[src/rtl/ddr3_arb_pkg.sv]
// ---------------------------------------------------------------------------
// ddr3_arb_pkg
// Shared definitions for the DDR3 read/write arbiter:
//   - arb_state_t       : arbiter FSM states
//   - APP_CMD_WR/RD     : MIG app_cmd encodings
//   - burst_to_app_addr : burst index -> MIG byte-lane address mapping
// ---------------------------------------------------------------------------
package ddr3_arb_pkg;

    typedef enum logic [1:0] {
        ST_IDLE  = 2'd0,
        ST_WRITE = 2'd1,
        ST_READ  = 2'd2
    } arb_state_t;

    localparam logic [2:0] APP_CMD_WR = 3'b000;
    localparam logic [2:0] APP_CMD_RD = 3'b001;

    // One burst is 8 beats of the MIG column address, so the burst index
    // sits above three zero bits. Returned wide; callers cast down to their
    // own app_addr width, which also zero-extends short burst indices.
    function automatic logic [63:0] burst_to_app_addr(input logic [31:0] burst);
        return {29'd0, burst, 3'b000};
    endfunction

endpackage

[src/rtl/ddr3_rw_arbiter.sv]
// ---------------------------------------------------------------------------
// ddr3_rw_arbiter
// Shares the MIG user interface between the acquisition write stream and
// readout burst jobs. One command per cycle at most; writes have priority
// but a pending read gets a slot after every WR_STREAK_MAX writes. Reads are
// throttled by the readout FIFO almost-full flag and by a cap on read
// commands still waiting for their data.
//
// Ports
//   ddr3_domain_clk / ddr3_domain_reset : clock, synchronous active-high reset
//   wr_req_valid/addr/dat, wr_req_ready : write FIFO head and pop strobe
//   rd_start_addr, rd_burst_cnt         : read job parameters
//   enable_reading                      : rising edge starts a read job
//   rd_fifo_almost_full                 : stops new read commands
//   reading_done, rd_busy               : read job status
//   app_*                               : MIG user interface
//   rd_dat, rd_dat_valid                : read data, registered once
// ---------------------------------------------------------------------------
module ddr3_rw_arbiter
    import ddr3_arb_pkg::*;
#(
    parameter int ADDR_W          = 23,
    parameter int APP_ADDR_W      = 27,
    parameter int CNT_W           = 24,
    parameter int MAX_OUTSTANDING = 16,
    parameter int WR_STREAK_MAX   = 8
) (
    input  logic                  ddr3_domain_clk,
    input  logic                  ddr3_domain_reset,
    input  logic                  wr_req_valid,
    input  logic [ADDR_W-1:0]     wr_req_addr,
    input  logic [127:0]          wr_req_dat,
    output logic                  wr_req_ready,
    input  logic [ADDR_W-1:0]     rd_start_addr,
    input  logic [CNT_W-1:0]      rd_burst_cnt,
    input  logic                  enable_reading,
    input  logic                  rd_fifo_almost_full,
    output logic                  reading_done,
    output logic                  rd_busy,
    input  logic                  app_rdy,
    input  logic                  app_wdf_rdy,
    output logic                  app_en,
    output logic [2:0]            app_cmd,
    output logic [APP_ADDR_W-1:0] app_addr,
    output logic [127:0]          app_wdf_data,
    output logic                  app_wdf_wren,
    output logic                  app_wdf_end,
    input  logic                  app_rd_data_valid,
    input  logic [127:0]          app_rd_data,
    output logic [127:0]          rd_dat,
    output logic                  rd_dat_valid
);

    localparam int OW = $clog2(MAX_OUTSTANDING + 1);
    localparam int SW = $clog2(WR_STREAK_MAX + 1);

    arb_state_t        state_reg, state_next;
    logic [ADDR_W-1:0] ptr_reg;
    logic [CNT_W-1:0]  remain_reg;
    logic [OW-1:0]     outst_reg, outst_next;
    logic [SW-1:0]     streak_reg, streak_inc;
    logic              rd_busy_reg, done_reg, en_d_reg, rd_dat_valid_reg;

    logic wr_elig, rd_elig, wr_acc, rd_acc, rd_ret, streak_done, rd_start;

    assign wr_elig = wr_req_valid;
    assign rd_elig = rd_busy_reg && (remain_reg != '0) && !rd_fifo_almost_full
                     && (outst_reg < OW'(MAX_OUTSTANDING));

    assign wr_acc = (state_reg == ST_WRITE) && wr_req_valid && app_rdy && app_wdf_rdy;
    assign rd_acc = (state_reg == ST_READ) && rd_elig && app_rdy;

    // A data return with nothing outstanding is a stray beat; drop it so
    // the counter cannot wrap.
    assign rd_ret = app_rd_data_valid && (outst_reg != '0);
    assign outst_next = outst_reg + OW'(rd_acc) - OW'(rd_ret);

    // Streak saturates so a long write run with no eligible read still hands
    // over on the first write after a read becomes eligible.
    assign streak_inc  = (streak_reg == SW'(WR_STREAK_MAX)) ? streak_reg
                                                           : streak_reg + SW'(1);
    assign streak_done = (streak_inc == SW'(WR_STREAK_MAX));

    assign rd_start = enable_reading && !en_d_reg && !rd_busy_reg;

    // Next state and MIG command outputs
    always_comb begin
        state_next   = state_reg;
        app_en       = 1'b0;
        app_cmd      = APP_CMD_WR;
        app_addr     = '0;
        app_wdf_data = '0;
        app_wdf_wren = 1'b0;
        app_wdf_end  = 1'b0;
        wr_req_ready = 1'b0;
        case (state_reg)
            ST_IDLE: begin
                if (wr_elig)      state_next = ST_WRITE;
                else if (rd_elig) state_next = ST_READ;
            end
            ST_WRITE: begin
                app_cmd      = APP_CMD_WR;
                app_addr     = APP_ADDR_W'(burst_to_app_addr(32'(wr_req_addr)));
                app_wdf_data = wr_req_dat;
                if (wr_req_valid) begin
                    app_en       = 1'b1;
                    app_wdf_wren = 1'b1;
                    app_wdf_end  = 1'b1;
                end
                wr_req_ready = wr_acc;
                if (wr_acc && rd_elig && streak_done) state_next = ST_READ;
                else if (!wr_elig)                    state_next = ST_IDLE;
            end
            ST_READ: begin
                app_cmd  = APP_CMD_RD;
                app_addr = APP_ADDR_W'(burst_to_app_addr(32'(ptr_reg)));
                app_en   = rd_elig;
                // A command waiting on app_rdy is held; once it is taken a
                // waiting write gets the next slot.
                if (!rd_elig)              state_next = wr_elig ? ST_WRITE : ST_IDLE;
                else if (rd_acc && wr_elig) state_next = ST_WRITE;
            end
            default: state_next = ST_IDLE;
        endcase
    end

    // State, streak, outstanding count and read-job bookkeeping
    always_ff @(posedge ddr3_domain_clk) begin
        if (ddr3_domain_reset) begin
            state_reg   <= ST_IDLE;
            streak_reg  <= '0;
            outst_reg   <= '0;
            ptr_reg     <= '0;
            remain_reg  <= '0;
            rd_busy_reg <= 1'b0;
            done_reg    <= 1'b0;
            en_d_reg    <= 1'b0;
        end else begin
            state_reg <= state_next;
            en_d_reg  <= enable_reading;
            outst_reg <= outst_next;

            if (state_next == ST_WRITE && state_reg != ST_WRITE) streak_reg <= '0;
            else if (wr_acc)                                     streak_reg <= streak_inc;

            if (rd_start) begin
                ptr_reg    <= rd_start_addr;
                remain_reg <= rd_burst_cnt;
                // An empty job has nothing to wait for: report done at once.
                if (rd_burst_cnt == '0) begin
                    done_reg <= 1'b1;
                end else begin
                    rd_busy_reg <= 1'b1;
                    done_reg    <= 1'b0;
                end
            end else begin
                if (rd_acc) begin
                    ptr_reg    <= ptr_reg + ADDR_W'(1);
                    remain_reg <= remain_reg - CNT_W'(1);
                end
                if (rd_busy_reg && remain_reg == '0 && outst_reg == '0) begin
                    rd_busy_reg <= 1'b0;
                    done_reg    <= 1'b1;
                end else if (!enable_reading) begin
                    done_reg <= 1'b0;
                end
            end
        end
    end

    assign rd_busy      = rd_busy_reg;
    assign reading_done = done_reg;

    // Read return path, one register stage, independent of the FSM
    always_ff @(posedge ddr3_domain_clk) begin
        if (ddr3_domain_reset) rd_dat_valid_reg <= 1'b0;
        else                   rd_dat_valid_reg <= app_rd_data_valid;
    end
    assign rd_dat_valid = rd_dat_valid_reg;

    genvar gi;
    generate
        for (gi = 0; gi < 4; gi++) begin : g_rd_lane
            logic [31:0] lane_reg;
            always_ff @(posedge ddr3_domain_clk) begin
                if (ddr3_domain_reset) lane_reg <= '0;
                else                   lane_reg <= app_rd_data[gi*32 +: 32];
            end
            assign rd_dat[gi*32 +: 32] = lane_reg;
        end
    endgenerate

endmodule
[config.mk]
export PLATFORM = sky130hd
export DESIGN_NAME = ddr3_rw_arbiter
export DESIGN_NICKNAME = d
export VERILOG_FILES = /design/src/rtl/ddr3_arb_pkg.sv /design/src/rtl/ddr3_rw_arbiter.sv
export SDC_FILE = /design/constraint.sdc
export NUM_CORES = 1
export LEC_CHECK = 0
export ABC_AREA = 1
export BUFFER_PORTS_ARGS = -buffer_cell sky130_fd_sc_hd__buf_2
export CAP_MARGIN = 10
export CELL_PAD_IN_SITES_DETAIL_PLACEMENT = 1
export CELL_PAD_IN_SITES_GLOBAL_PLACEMENT = 1
export CORE_AREA = 2 2 242 244
export CTS_CLUSTER_SIZE = 12
export DETAILED_ROUTE_END_ITERATION = 16
export DIE_AREA = 0 0 244 246
export HOLD_SLACK_MARGIN = 0.05
export PLACE_DENSITY_LB_ADDON = 0.08
export SLEW_MARGIN = 20
export SYNTH_ARGS = -nofsm -noshare
export SYNTH_HDL_FRONTEND = slang
export SYNTH_SLANG_ARGS = --single-unit
[constraint.sdc]
create_clock -name ddr3_domain_clk -period 3.1 [get_ports ddr3_domain_clk]
set_input_delay 0.155 -clock ddr3_domain_clk [delete_from_list [all_inputs] [get_ports ddr3_domain_clk]]
set_output_delay 0.155 -clock ddr3_domain_clk [all_outputs]
set_load 0.02 [all_outputs]
==> After elaboration in Yosys (flattened, before gate mapping) <==
Cells that the tools add are included.
{ "totals": {"in_bits": 334, "output_inout_bits": 293, "wordCells": 84, "reg_bits": 190} }
{ "op_classes": {"n_lt_le_gt_ge": 1, "add_sub_neg": 5, "n_reduce_logical": 30, "mux": 27, "eq_ne": 8} }
{ "op_table": {"columns": ["op", "count"], "rows": [
  ["2-to-1 mux 128 bit", 1],
  ["case mux 26 bit (2 select lines)", 1],
  ["zero test 24 bit", 2],
  ["2-to-1 mux 24 bit", 2],
  ["2-to-1 mux 23 bit", 2],
  ["nonzero test 24 bit", 1],
  ["subtractor 24 x 1 -> 24 bit (second input constant)", 1],
  ["adder 23 x 1 -> 23 bit (second input constant)", 1],
  ["logical AND 1 bit", 17],
  ["2-to-1 mux 1 bit", 12],
  ["2-to-1 mux 2 bit", 6],
  ["== test 4 bit (second input constant)", 2],
  ["case mux 2 bit (3 select lines)", 1],
  ["adder 5 x 1 -> 5 bit", 1],
  ["zero test 5 bit", 1],
  ["< comparator 5 bit (second input constant)", 1],
  ["nonzero test 5 bit", 1],
  ["subtractor 5 x 1 -> 5 bit", 1],
  ["adder 4 x 1 -> 4 bit (second input constant)", 1],
  ["== test 2 x 1 -> 1 bit (second input constant)", 2],
  ["2-to-1 mux 4 bit", 1],
  ["nonzero test 2 bit", 2],
  ["zero test 1 bit", 3],
  ["inequality test 3 x 1 -> 1 bit (second input constant)", 1],
  ["7 further kinds", 7]
]} }

==> Logic depth before layout (Yosys ltp) <==
{ "logic_depth": {"depth_word": 13, "ltp_mapped": 16} }

==> Least setup slack after synthesis <==
OpenSTA, ideal clock, no wires.
{ "synth_path": {"path_type": "register -> register", "startpoint": "reg state_reg[0]", "endpoint": "reg outst_reg[4]", "arrival_ns": 2.633, "slack_ns": 0.397, "path_buffers": 2, "setup_time_ns": 0.070, "path_stages_with_launch": 15, "cell_sequence": "dfxtp_1 inv_1 ha_1 clkbuf_1 nand4_4 buf_4 ha_1 inv_1 ha_1 fa_1 nand2_1 a21oi_1 nor2_1 o21ai_0 a21oi_1"} }
{ "synth_between": {"elab_chain_cells": 5} }
{ "synth_lines": {"columns": ["element", "line", "text"], "rows": [
  ["from (decl)", "ddr3_rw_arbiter.sv:57", "arb_state_t state_reg, state_next;"],
  ["from (signal assigned)", "ddr3_rw_arbiter.sv:139", "state_reg <= state_next;"],
  ["== test 2 bit", "ddr3_rw_arbiter.sv:71", "assign rd_acc = (state_reg == ST_READ) && rd_elig && app_rdy;"],
  ["logical AND 1 bit (2 in a row)", "ddr3_rw_arbiter.sv:71", null],
  ["adder 5 x 1 -> 5 bit", "ddr3_rw_arbiter.sv:76", "assign outst_next = outst_reg + OW'(rd_acc) - OW'(rd_ret);"],
  ["subtractor 5 x 1 -> 5 bit", "ddr3_rw_arbiter.sv:76", null],
  ["to (signal assigned)", "ddr3_rw_arbiter.sv:141", "outst_reg <= outst_next;"],
  ["to (decl)", "ddr3_rw_arbiter.sv:60", "logic [OW-1:0] outst_reg, outst_next;"]
]} }
No other way between the ends.
A chain may end at the register's enable or synchronous reset.

==> Final worst setup path <==
{ "layout_path": {"startpoint": "reg remain_reg[0]", "endpoint": "reg outst_reg[4]"} }
{ "layout_between": {"elab_chain_cells": 8} }
{ "layout_lines": {"columns": ["element", "line", "text"], "rows": [
  ["from (decl)", "ddr3_rw_arbiter.sv:59", "logic [CNT_W-1:0] remain_reg;"],
  ["from (signal assigned)", "ddr3_rw_arbiter.sv:148", "remain_reg <= rd_burst_cnt;"],
  ["from (signal assigned)", "ddr3_rw_arbiter.sv:159", "remain_reg <= remain_reg - CNT_W'(1);"],
  ["nonzero test 24 bit", "ddr3_rw_arbiter.sv:67", "assign rd_elig = rd_busy_reg && (remain_reg != '0) && !rd_fifo_almost_full"],
  ["logical AND 1 bit (2 in a row)", "ddr3_rw_arbiter.sv:67", null],
  ["logical AND 1 bit", "ddr3_rw_arbiter.sv:68", "&& (outst_reg < OW'(MAX_OUTSTANDING));"],
  ["logical AND 1 bit (2 in a row)", "ddr3_rw_arbiter.sv:71", null],
  ["adder 5 x 1 -> 5 bit", "ddr3_rw_arbiter.sv:76", null],
  ["subtractor 5 x 1 -> 5 bit", "ddr3_rw_arbiter.sv:76", null]
]} }
No other way between the ends.

==> Implementation_results.wiki <==
{| class="wikitable"
! Metric !! Value
|-
| Status || complete, no violations
|-
| Seq/Total Area, Yosys || 0.422
|-
| Max rail drop VDD || 0.370 mV
|-
| Reported leakage power || 8.79 nW
|-
| Largest fanout on the critical path || 7
|-
| Overall overflow remaining after global route || 0
|-
| Mean post-synth cell area || 6.85 µm²
|-
| Hold-fix buffer count after cts || between 150 and 200
|-
| Final-layout fill cell count || 7,168
|-
| Sequential share of power || 0.396
|-
| Flip-flop count of the largest register after layout || 128
|-
| Layout area overhead || 68.0%
|-
| Worst Tran Pin Value || 0.771 ns
|-
| H-Tree Depth || 4
|-
| Count of buffers added by post-CTS timing repair for setup || 0
|-
| Number of ports placed on the die boundary || between 600 and 700
|-
| Final Power || ~6.9 mW
|-
| Total of cells resized after clock tree synthesis || 0
|-
| Clock skew after layout || about 0.013 ns
|-
| Routability-driven placement congestion ratio || ~0.8
|-
| CTS sink cnt || 190
|-
| Max Cap Viol || 0
|-
| Via/cell ratio || ~3.7
|-
| # DRC || 0
|-
| Fraction of layout cells with a size suffix above 1 || 0.339
|-
| Net count reported at finish || ~2,400
|-
| Post-synthesis instance total || approximately 1,300
|-
| Port Buf Inserts || a little over 600
|-
| Wire length of the first global-routing pass || approximately 65,000 µm
|-
| Global-route track usage on met1 || 0.165
|-
| Number of enable-type register cells in the synthesized netlist || 0
|-
| Cell chosen for the clock root || sky130_fd_sc_hd__clkbuf_16
|-
| Number of global-route vias before repair || approximately 11,000
|-
| Commonest non-fill, non-tap cell in the layout || sky130_fd_sc_hd__buf_2
|-
| Starting Density || 0.157
|-
| Summed negative setup slack over all endpoints || 0 ns
|-
| Initial antenna violation count || 5
|-
| Drt total wl || approximately 44,000 µm
|-
| Internal Dissipation || around 4.5 mW
|-
| Worst slack, placed || 0.533 ns
|-
| Maximum clock frequency || 0.391 GHz
|-
| Worst min path class || in2reg
|-
| Switching share of power || 0.352
|-
| Total area of sequential cells || about 0.0038 mm²
|-
| Top_reg_cell synth || sky130_fd_sc_hd__dfxtp_1
|-
| Post-route core utilization || 0.264
|-
| Clock-pin transition on the worst setup and hold timing paths || ~0.080 ns
|-
| Cts bufs inserted || 17
|-
| Final setup fails || 0
|-
| Unique masters post-synth || between 40 and 50
|-
| Non-filler cells in the finished layout || roughly 2,900
|-
| Combinational share of power || 0.275
|-
| Startpoint types || flip-flop
|-
| Fraction of the cycle the final worst path needs || 0.825
|-
| Unrepaired setup endpoints after global routing || false
|-
| Global routing usage on met3 || 0.0369
|-
| Detailed-route wire length per cell || around 15 µm
|-
| Combined area of the multi-input logic cells || ~0.0037 mm²
|-
| Global-route track usage on met2 || 0.252
|-
| Clock network latency to the later pin of the worst-skew pair || 0.46 ns
|-
| Busiest metal layer after global routing || met2
|-
| Power Density || between 400 and 500 mW/mm²
|-
| Start-to-end type of the worst setup path || reg2reg
|-
| Clock network fraction of total power || 0.329
|-
| Core Box Area || roughly 0.057 mm²
|-
| Max-slew violation count || 0
|-
| DP Wirelength || 34,800 µm
|-
| Post-synth design cell area || 0.00902 mm²
|-
| CTS Buffer Depth || 2
|-
| DRT iter0 DRCs || roughly 250
|-
| Largest net degree at the start of global routing || roughly 160
|-
| Total iterations of the first detailed-routing run || 4
|-
| Fin. Hold Viols || 0
|-
| Global routing usage summed across all routing layers || 0.140
|-
| Die ar. || 0.0600 mm²
|-
| Flip-flop and latch count after synthesis || 190
|-
| Period minus WS final || 2.56 ns
|-
| Worst relative slew slack || 0.486
|-
| Kind of end point of the critical path || flip-flop
|-
| Commonest cells after routing, fill and taps aside || sky130_fd_sc_hd__buf_2 (619), sky130_fd_sc_hd__inv_1 (311), sky130_fd_sc_hd__nand2_1 (275)
|-
| CTS tree || yes
|-
| Data required time at the worst endpoint || around 3.5 ns
|-
| Proportion of register bits with asynchronous set or reset after synthesis || 0
|-
| Cell Count Post-Placement || around 2,700
|-
| Count of vias placed by the detailed router || between 10,000 and 15,000
|-
| Die Wd || 244 µm
|-
| Data arrival time of the critical path || between 2 and 3 ns
|-
| Number of standard-cell rows in the floorplan || 88
|-
| Net switching power of the design || about 2.4 mW
|-
| Die height || about 250 µm
|-
| Number of antenna-violating nets in the routed design || 0
|-
| Final worst-path setup slack || 0.541 ns
|-
| Total number of yosys warnings || 0
|}
final timing paths:
path | from | endpoint | slack (ns) | depth (start not counted)
setup / recovery | remain_reg[0] | outst_reg[4] | 0.54 | 15
hold / removal | rd_burst_cnt[21] | remain_reg[21] | 0.08 | 5
setup reg to reg | remain_reg[0] | outst_reg[4] | 0.54 | 15
hold reg to reg | remain_reg[15] | remain_reg[15] | 0.49 | 2
logic make-up after synthesis:
kind of cell / synth area share
fa+ha+maj: 0.0216
compound gates: 0.0840
xor+xnor: 0.0379
buf+inv: 0.168
flops: 0.422
simple gates: 0.267
other cells: 0.000416
power groups by stage:
stage	combinational, mW	sequential (mW)	clock, mW
floorplan	0.959	2.87	0
global placement	1.75	2.78	0
detailed placement	1.76	2.78	0
CTS	1.94	2.73	2.38
global route	2.13	2.75	2.48
finish	1.89	2.72	2.27
layer usage:
metal,part of all wire,vias up
met3,0.054,30
met4,0.013,2
met1,0.42,4796
li1,-,5376
met2,0.51,298
met5,0.00030,-
synth_stat cells (all sizes together) (8+ instances only):
library cell | n | share of area
xnor2 | 14 | 0.014
o21ai | 26 | 0.014
xor2 | 25 | 0.024
nand3 | 31 | 0.020
o221ai | 14 | 0.014
inv | 315 | 0.13
nand4 | 8 | 0.0079
nand2 | 284 | 0.12
clkbuf | 45 | 0.019
ha | 14 | 0.019
dfxtp | 190 | 0.42
buf | 21 | 0.018
a31oi | 11 | 0.0076
nor2 | 216 | 0.097
a21oi | 59 | 0.033
nor3 | 14 | 0.011
critical path, stage by stage (launching register included):
cell	delay, ns
sky130_fd_sc_hd__dfxtp_1	0.33
sky130_fd_sc_hd__inv_1	0.08
sky130_fd_sc_hd__ha_1	0.25
sky130_fd_sc_hd__nand2_2	0.15
sky130_fd_sc_hd__nor2_8	0.07
sky130_fd_sc_hd__nand3_4	0.13
sky130_fd_sc_hd__nand4_4	0.09
sky130_fd_sc_hd__ha_1	0.29
sky130_fd_sc_hd__inv_1	0.04
sky130_fd_sc_hd__ha_1	0.20
sky130_fd_sc_hd__fa_1	0.40
sky130_fd_sc_hd__nand2_1	0.07
sky130_fd_sc_hd__a21oi_1	0.06
sky130_fd_sc_hd__nor2_1	0.14
sky130_fd_sc_hd__o21ai_0	0.10
sky130_fd_sc_hd__a21oi_1	0.11
stage by stage:
step	cell area [µm²]	hold slack [ns]
after global routing	15200	0.0680
after global placement	12900	0.353
after floorplan	9040	0.262
after detailed placement	12900	0.363
after CTS	15200	0.0516
final	15200	0.0773
final cells by class:
class / instances / share of cell area
Antenna cell: 4 / 0.000660
Clock buffer: 17 / 0.0281
Clock inverter: 15 / 0.0114
Inverter: 315 / 0.0781
Multi-Input combinational cell: 751 / 0.246
Sequential cell: 190 / 0.251
Tap cell: 765 / 0.0631
Timing Repair Buffer: 797 / 0.321
Power figures use the tool's default switching activity.
